<file path="src/rtl/ad_serial_scan.sv">
// Serial-ADC front end: CS/SCLK framing, channel address out on ad_din, result in on ad_dout,
// single-shot or continuous frames on a fixed channel or round-robin scan.
module ad_serial_scan #(
    parameter int DATA_W    = 8,
    parameter int ADDR_BITS = 2,
    parameter int CH_N      = 4,
    parameter int HALF      = 25,
    parameter int CS_SETUP  = 74,
    parameter int PERIOD    = 1300
) (
    input  logic                 clk,
    input  logic                 rst,
    input  logic                 cont,
    input  logic                 start,
    input  logic                 scan_en,
    input  logic [ADDR_BITS-1:0] ch_sel,
    output logic                 ad_cs_n,
    output logic                 ad_sclk,
    output logic                 ad_din,
    input  logic                 ad_dout,
    output logic [DATA_W-1:0]    dout,
    output logic [ADDR_BITS-1:0] dout_ch,
    output logic                 dout_valid,
    output logic                 busy
);
    localparam int NB  = ADDR_BITS + DATA_W;
    localparam int F_W = $clog2(PERIOD);
    localparam int K_W = $clog2(NB + 1);

    localparam logic [F_W-1:0]       F_LAST   = F_W'(PERIOD - 1);
    localparam logic [F_W-1:0]       EV_FIRST = F_W'(CS_SETUP);
    localparam logic [F_W-1:0]       EV_STEP  = F_W'(HALF);
    localparam logic [K_W-1:0]       K_NB     = K_W'(NB);
    localparam logic [K_W-1:0]       K_LAST   = K_W'(NB - 1);
    localparam logic [K_W-1:0]       K_AB     = K_W'(ADDR_BITS);
    localparam logic [ADDR_BITS-1:0] PTR_LAST = ADDR_BITS'(CH_N - 1);

    typedef enum logic {IDLE, FRAME} state_t;

    state_t                state_q, state_d;
    logic [F_W-1:0]        f_q, f_d;
    logic [F_W-1:0]        ev_q, ev_d;
    logic [K_W-1:0]        k_q, k_d;
    logic                  rise_q, rise_d;
    logic [ADDR_BITS-1:0]  ch_q, ch_d;
    logic [ADDR_BITS-1:0]  ptr_q, ptr_d;
    logic [ADDR_BITS-1:0]  addr_q, addr_d;
    logic [DATA_W-1:0]     res_q, res_d;
    logic                  cs_n_q, cs_n_d;
    logic                  sclk_q, sclk_d;
    logic                  din_q, din_d;
    logic [DATA_W-1:0]     dout_q, dout_d;
    logic [ADDR_BITS-1:0]  dout_ch_q, dout_ch_d;
    logic                  valid_q, valid_d;
    logic                  busy_q, busy_d;
    logic                  frame_start;

    always_comb begin
        state_d     = state_q;
        f_d         = f_q;
        ev_d        = ev_q;
        k_d         = k_q;
        rise_d      = rise_q;
        ch_d        = ch_q;
        ptr_d       = ptr_q;
        addr_d      = addr_q;
        res_d       = res_q;
        cs_n_d      = cs_n_q;
        sclk_d      = sclk_q;
        din_d       = din_q;
        dout_d      = dout_q;
        dout_ch_d   = dout_ch_q;
        valid_d     = 1'b0;
        busy_d      = busy_q;
        frame_start = 1'b0;

        case (state_q)
            IDLE: begin
                if (start | cont) begin
                    state_d     = FRAME;
                    frame_start = 1'b1;
                end
            end
            FRAME: begin
                f_d = f_q + 1'b1;
                if (f_q == '0) begin
                    cs_n_d = 1'b0;
                    sclk_d = 1'b0;
                    din_d  = ch_q[ADDR_BITS-1];
                    addr_d = ch_q << 1;
                end
                // ev_q holds the next SCLK edge; rise_q tells which kind it is
                if (f_q == ev_q && k_q < K_NB) begin
                    ev_d = ev_q + EV_STEP;
                    if (rise_q) begin
                        sclk_d = 1'b1;
                        rise_d = 1'b0;
                        if (k_q >= K_AB) begin
                            res_d = {res_q[DATA_W-2:0], ad_dout};
                        end
                    end else begin
                        sclk_d = 1'b0;
                        rise_d = 1'b1;
                        din_d  = addr_q[ADDR_BITS-1];
                        addr_d = addr_q << 1;
                        k_d    = k_q + 1'b1;
                        if (k_q == K_LAST) begin
                            cs_n_d = 1'b1;
                            din_d  = 1'b0;
                        end
                    end
                end
                if (f_q == F_LAST) begin
                    dout_d    = res_q;
                    dout_ch_d = ch_q;
                    valid_d   = 1'b1;
                    if (cont | start) begin
                        frame_start = 1'b1;
                    end else begin
                        state_d = IDLE;
                        busy_d  = 1'b0;
                    end
                end
            end
            default: state_d = IDLE;
        endcase

        if (frame_start) begin
            f_d    = '0;
            busy_d = 1'b1;
            ev_d   = EV_FIRST;
            k_d    = '0;
            rise_d = 1'b1;
            res_d  = '0;
            ch_d   = scan_en ? ptr_q : ch_sel;
            if (scan_en) begin
                ptr_d = (ptr_q == PTR_LAST) ? '0 : ptr_q + 1'b1;
            end
        end
    end

    always_ff @(posedge clk or posedge rst) begin
        if (rst) begin
            state_q   <= IDLE;
            f_q       <= '0;
            ev_q      <= '0;
            k_q       <= '0;
            rise_q    <= 1'b1;
            ch_q      <= '0;
            ptr_q     <= '0;
            addr_q    <= '0;
            res_q     <= '0;
            cs_n_q    <= 1'b1;
            sclk_q    <= 1'b0;
            din_q     <= 1'b0;
            dout_q    <= '0;
            dout_ch_q <= '0;
            valid_q   <= 1'b0;
            busy_q    <= 1'b0;
        end else begin
            state_q   <= state_d;
            f_q       <= f_d;
            ev_q      <= ev_d;
            k_q       <= k_d;
            rise_q    <= rise_d;
            ch_q      <= ch_d;
            ptr_q     <= ptr_d;
            addr_q    <= addr_d;
            res_q     <= res_d;
            cs_n_q    <= cs_n_d;
            sclk_q    <= sclk_d;
            din_q     <= din_d;
            dout_q    <= dout_d;
            dout_ch_q <= dout_ch_d;
            valid_q   <= valid_d;
            busy_q    <= busy_d;
        end
    end

    assign ad_cs_n    = cs_n_q;
    assign ad_sclk    = sclk_q;
    assign ad_din     = din_q;
    assign dout       = dout_q;
    assign dout_ch    = dout_ch_q;
    assign dout_valid = valid_q;
    assign busy       = busy_q;

endmodule
</file>
<file path="config.mk">
export PLATFORM = sky130hd
export DESIGN_NAME = ad_serial_scan
export DESIGN_NICKNAME = d
export VERILOG_FILES = /design/src/rtl/ad_serial_scan.sv
export SDC_FILE = /design/constraint.sdc
export NUM_CORES = 1
export LEC_CHECK = 0
export ABC_AREA = 1
export BUFFER_PORTS_ARGS = -buffer_cell sky130_fd_sc_hd__buf_2
export CAP_MARGIN = 40
export CORE_MARGIN = 4
export CORE_UTILIZATION = 35
export DETAILED_ROUTE_END_ITERATION = 16
export PLACE_DENSITY_LB_ADDON = 0.3
export RECOVER_POWER = 100
export SLEW_MARGIN = 30
export SYNTH_ARGS = -nofsm -noshare
export SYNTH_HDL_FRONTEND = slang
export SYNTH_SLANG_ARGS = --single-unit
</file>
<file path="constraint.sdc">
create_clock -name clk -period 1.8 [get_ports clk]
set_input_delay 0.36 -clock clk [delete_from_list [all_inputs] [get_ports clk]]
set_output_delay 0.36 -clock clk [all_outputs]
set_load 0.02 [all_outputs]
</file>
==> impl_metrics.py <==
metrics = {
    "synth": {
        "synth_compound_gate_area_share": 0.0644,
        "ys_seq_area_frac": 0.451,
        "synth_area_leader_cell": "dfrtp_1",
        "synth-xor-area-share": 0.0276,
        "syn-cell-area_mm2": 0.00317,
        "synth_top_family_by_area": "simple AND/OR/NAND/NOR gates",
        "synth_area_leaders": "dfrtp_1 43%, nand2_1 18%, nand3_1 6.6%, nor2_1 5.6%, inv_1 5.3%",
        "synthFlopType": "dfrtp_1",
        "syn_area_per_cell_um2": 7.27,
        "synthMuxAreaShare": 0,
        "syn_nets": 450,
        "synth_top_area_frac": 0.434,
        "yosys.area_share.simple": 0.356,
        "ys_seq_elements": 57,
        "async_flop_share": 1.00,
        "yosys_warnings": 0,
        "syn_inst": 436,
        "synth-edff-count": 0,
        "synth_fa_ha_area_frac": 0.0237,
        "synth_cell_types": 29,
    },
    "grt": {
        "grt_max_degree": 33,
        "grt_overflow_total": 0,
        "antenna_found_initial": 0,
        "met1_usage": 0.231,
        "met3_usage": 0.0264,
        "grt_usage": 0.156,
        "grt_pass1_vias": 2770,
        "grt-busiest-layer": "met1",
        "grt.met2_usage": 0.228,
        "grt_pass1_wl_um": 13100,
    },
    "layout": {
        "final_nets": 503,
        "area_growth_pct": 22.1,
        "filler_cell_count": 885,
        "final_common_cell": "nand2_1",
        "antenna_cells": 0,
        "layout-drive-gt1-share": 0.176,
        "final_cell_mix": "150 x nand2_1, 49 x dfrtp_1, 45 x nor2_1",
    },
    "sta": {
        "max_slew.worst_pin.slew_ns": 0.846,
        "finalCritPeriodShare": 0.934,
        "max_freq_ghz": 0.595,
        "finalSetupTns_ns": 0,
        "fin_skew_ns": 0.00838,
        "slew_viol_final": 0,
        "setup_viol": 0,
        "finalCriticalPeriod_ns": 1.68,
        "slew_headroom": 0.436,
        "setup_slack_ns": 0.118,
        "hold_viol": 0,
    },
    "clocking": {
        "clock_latency_ns": 0.33,
        "root_buffer": "clkbuf_8",
        "clk_pin_slew_worst_paths_ns": 0.07,
        "htreeDepth": 3,
        "cts_sinks": 57,
        "cts_tree": "done",
        "cts_max_path_buffers": 2,
        "numCtsBuffers": 9,
    },
    "power_and_ir_drop": {
        "switchingPower_w": 0.000746,
        "p_per_area_mw_per_mm2": 769,
        "power_w": 0.00297,
        "seq_power_share": 0.460,
        "switching_share": 0.251,
        "clockPowerShare": 0.452,
        "p_int_w": 0.00223,
        "leakage_nw": 1.94,
        "combinationalPowerShare": 0.088,
        "vdd_drop_max_mv": 0.323,
    },
    "floorplan": {
        "placementRows": 34,
        "die_h_um": 103,
        "io_pins": 23,
        "die_w_um": 103,
        "start_util": 0.362,
        "die_area_mm2": 0.0106,
        "core_area_mm2": 0.00876,
    },
    "route": {
        "finalWirelength_um": 7850,
        "firstDrtPassIters": 4,
        "drc": 0,
        "wl_per_cell_um": 13.0,
        "antenna_left": 0,
        "vias_per_cell": 4.89,
        "vias": 2943,
        "first_iter_violations": 152,
    },
    "place": {
        "io_buffers": 22,
        "place.gp.congestion": 0.889,
        "place_hpwl_um": 5610,
        "dp_slack_ns": 0.0456,
    },
    "worst_setup_path": {
        "cp_cell_sequence": "buf_6, buf_4, xnor2_1, nand2_1, nor2_1, nand3_1, nor2_2, buf_4, nand3_1, nand2_1, inv_1",
        "startpoint_type": "flip-flop",
        "critPathArrivalTime_ns": 1.91,
        "path_max_fanout": 8,
        "worstPathRequired_ns": 2.03,
        "path_class": "reg2reg",
        "max_stage_delay_ns": 0.40,
        "cpMaxStageDelayCell": "dfrtp_1",
        "crit_path_end_kind": "flip-flop",
    },
    "hold_path": {
        "hp-class": "in2async",
    },
    "job": {
        "drv_cap": 0,
    },
    "status": {
        "status": "completed",
    },
}
==> cell families after synthesis <==
family	Yosys count
compound gates	38
xor+xnor	10
fa+ha+maj	6
buf+inv	60
flops	57
simple gates	265
==> critical path, delay by kind of cell (launching register included) <==
family        cells  cell delay (ns)
xor+xnor          1             0.14
buf+inv           4             0.48
flops             1             0.40
simple gates      6             0.57
==> flip-flops by register name, indices dropped and copies added (netlist names) <==
signal,count
ad_sclk,1
rise_q,1
ev_q,11
addr_q,2
k_q,4
ad_cs_n,1
dout_valid,1
ch_q,2
ad_din,1
busy,1
dout_ch,2
ptr_q,2
state_q,1
f_q,11
res_q,8
dout,8
==> final timing paths <==
check                               startpoint                   end  slack, ns  cells after the start
max in group asynchronous                  rst   f_q[10]$_DFFE_PP0P_       0.35                      3
setup reg to reg            f_q[1]$_DFFE_PP0P_  res_q[6]$_DFFE_PP0P_       0.12                     11
setup / recovery            f_q[1]$_DFFE_PP0P_  res_q[6]$_DFFE_PP0P_       0.12                     11
hold / removal                             rst   dout[7]$_DFFE_PP0P_       0.12                      2
hold reg to reg            dout[0]$_DFFE_PP0P_   dout[0]$_DFFE_PP0P_       0.47                      2
min in group clk                     ch_sel[1]   ch_q[1]$_DFFE_PP0P_       0.30                      3
==> Yosys cell counts, types with 6 or more instances <==
master	instances
xor2_1	8
buf_2	7
nor2_1	47
o21ai_1	6
dfrtp_1	55
a21oi_1	8
o21ai_0	19
inv_2	7
inv_1	45
nand3_1	42
ha_1	6
nand2_1	155
nor3_1	6
==> layout make-up <==
cell class              count  area, um2  share of cell area
repair buffers             48        308              0.0796
clock inverters             5       78.8              0.0204
inverters                  52        195              0.0505
clock buffers              11        141              0.0365
flip-flops and latches     57       1440               0.371
multi-input cells         321       1570               0.407
well taps                 108        135              0.0349
==> per-layer routing <==
layer,part of all wire,vias up
met4,0.014,0
met2,0.45,52
met1,0.50,1398
met5,0,-
met3,0.037,10
li1,-,1483
==> metrics by stage <==
step / hold WS, ns / util / instance area (um2) / cells
2_1_floorplan: 0.449 / - / 3170 / 436
3_3_place_gp: 0.369 / 0.406 / 3550 / 580
3_5_place_dp: 0.376 / 0.406 / 3550 / 580
4_1_cts: 0.0140 / 0.431 / 3770 / 596
5_1_grt: 0.181 / 0.441 / 3870 / 602
6_report: 0.122 / 0.441 / 3870 / 602
==> power by group through the flow <==
stage / logic, W / registers (W) / clock network (W)
final: 0.000261 / 0.00137 / 0.00135
after global routing: 0.000304 / 0.00137 / 0.00144
after CTS: 0.000258 / 0.00137 / 0.00137
after detailed placement: 0.000256 / 0.00139 / 0
after global placement: 0.000252 / 0.00139 / 0
after floorplan: 0.000183 / 0.00138 / 0
==> repair_timing <==
item | 4_1_cts | 5_1_grt
resized for setup | 0 | 29
buffers inserted | 0 | 4
endpoints found under the setup margin | 0 | 36
hold buffers | 0 | 0
No activity file was read; power rests on OpenSTA's default activity.
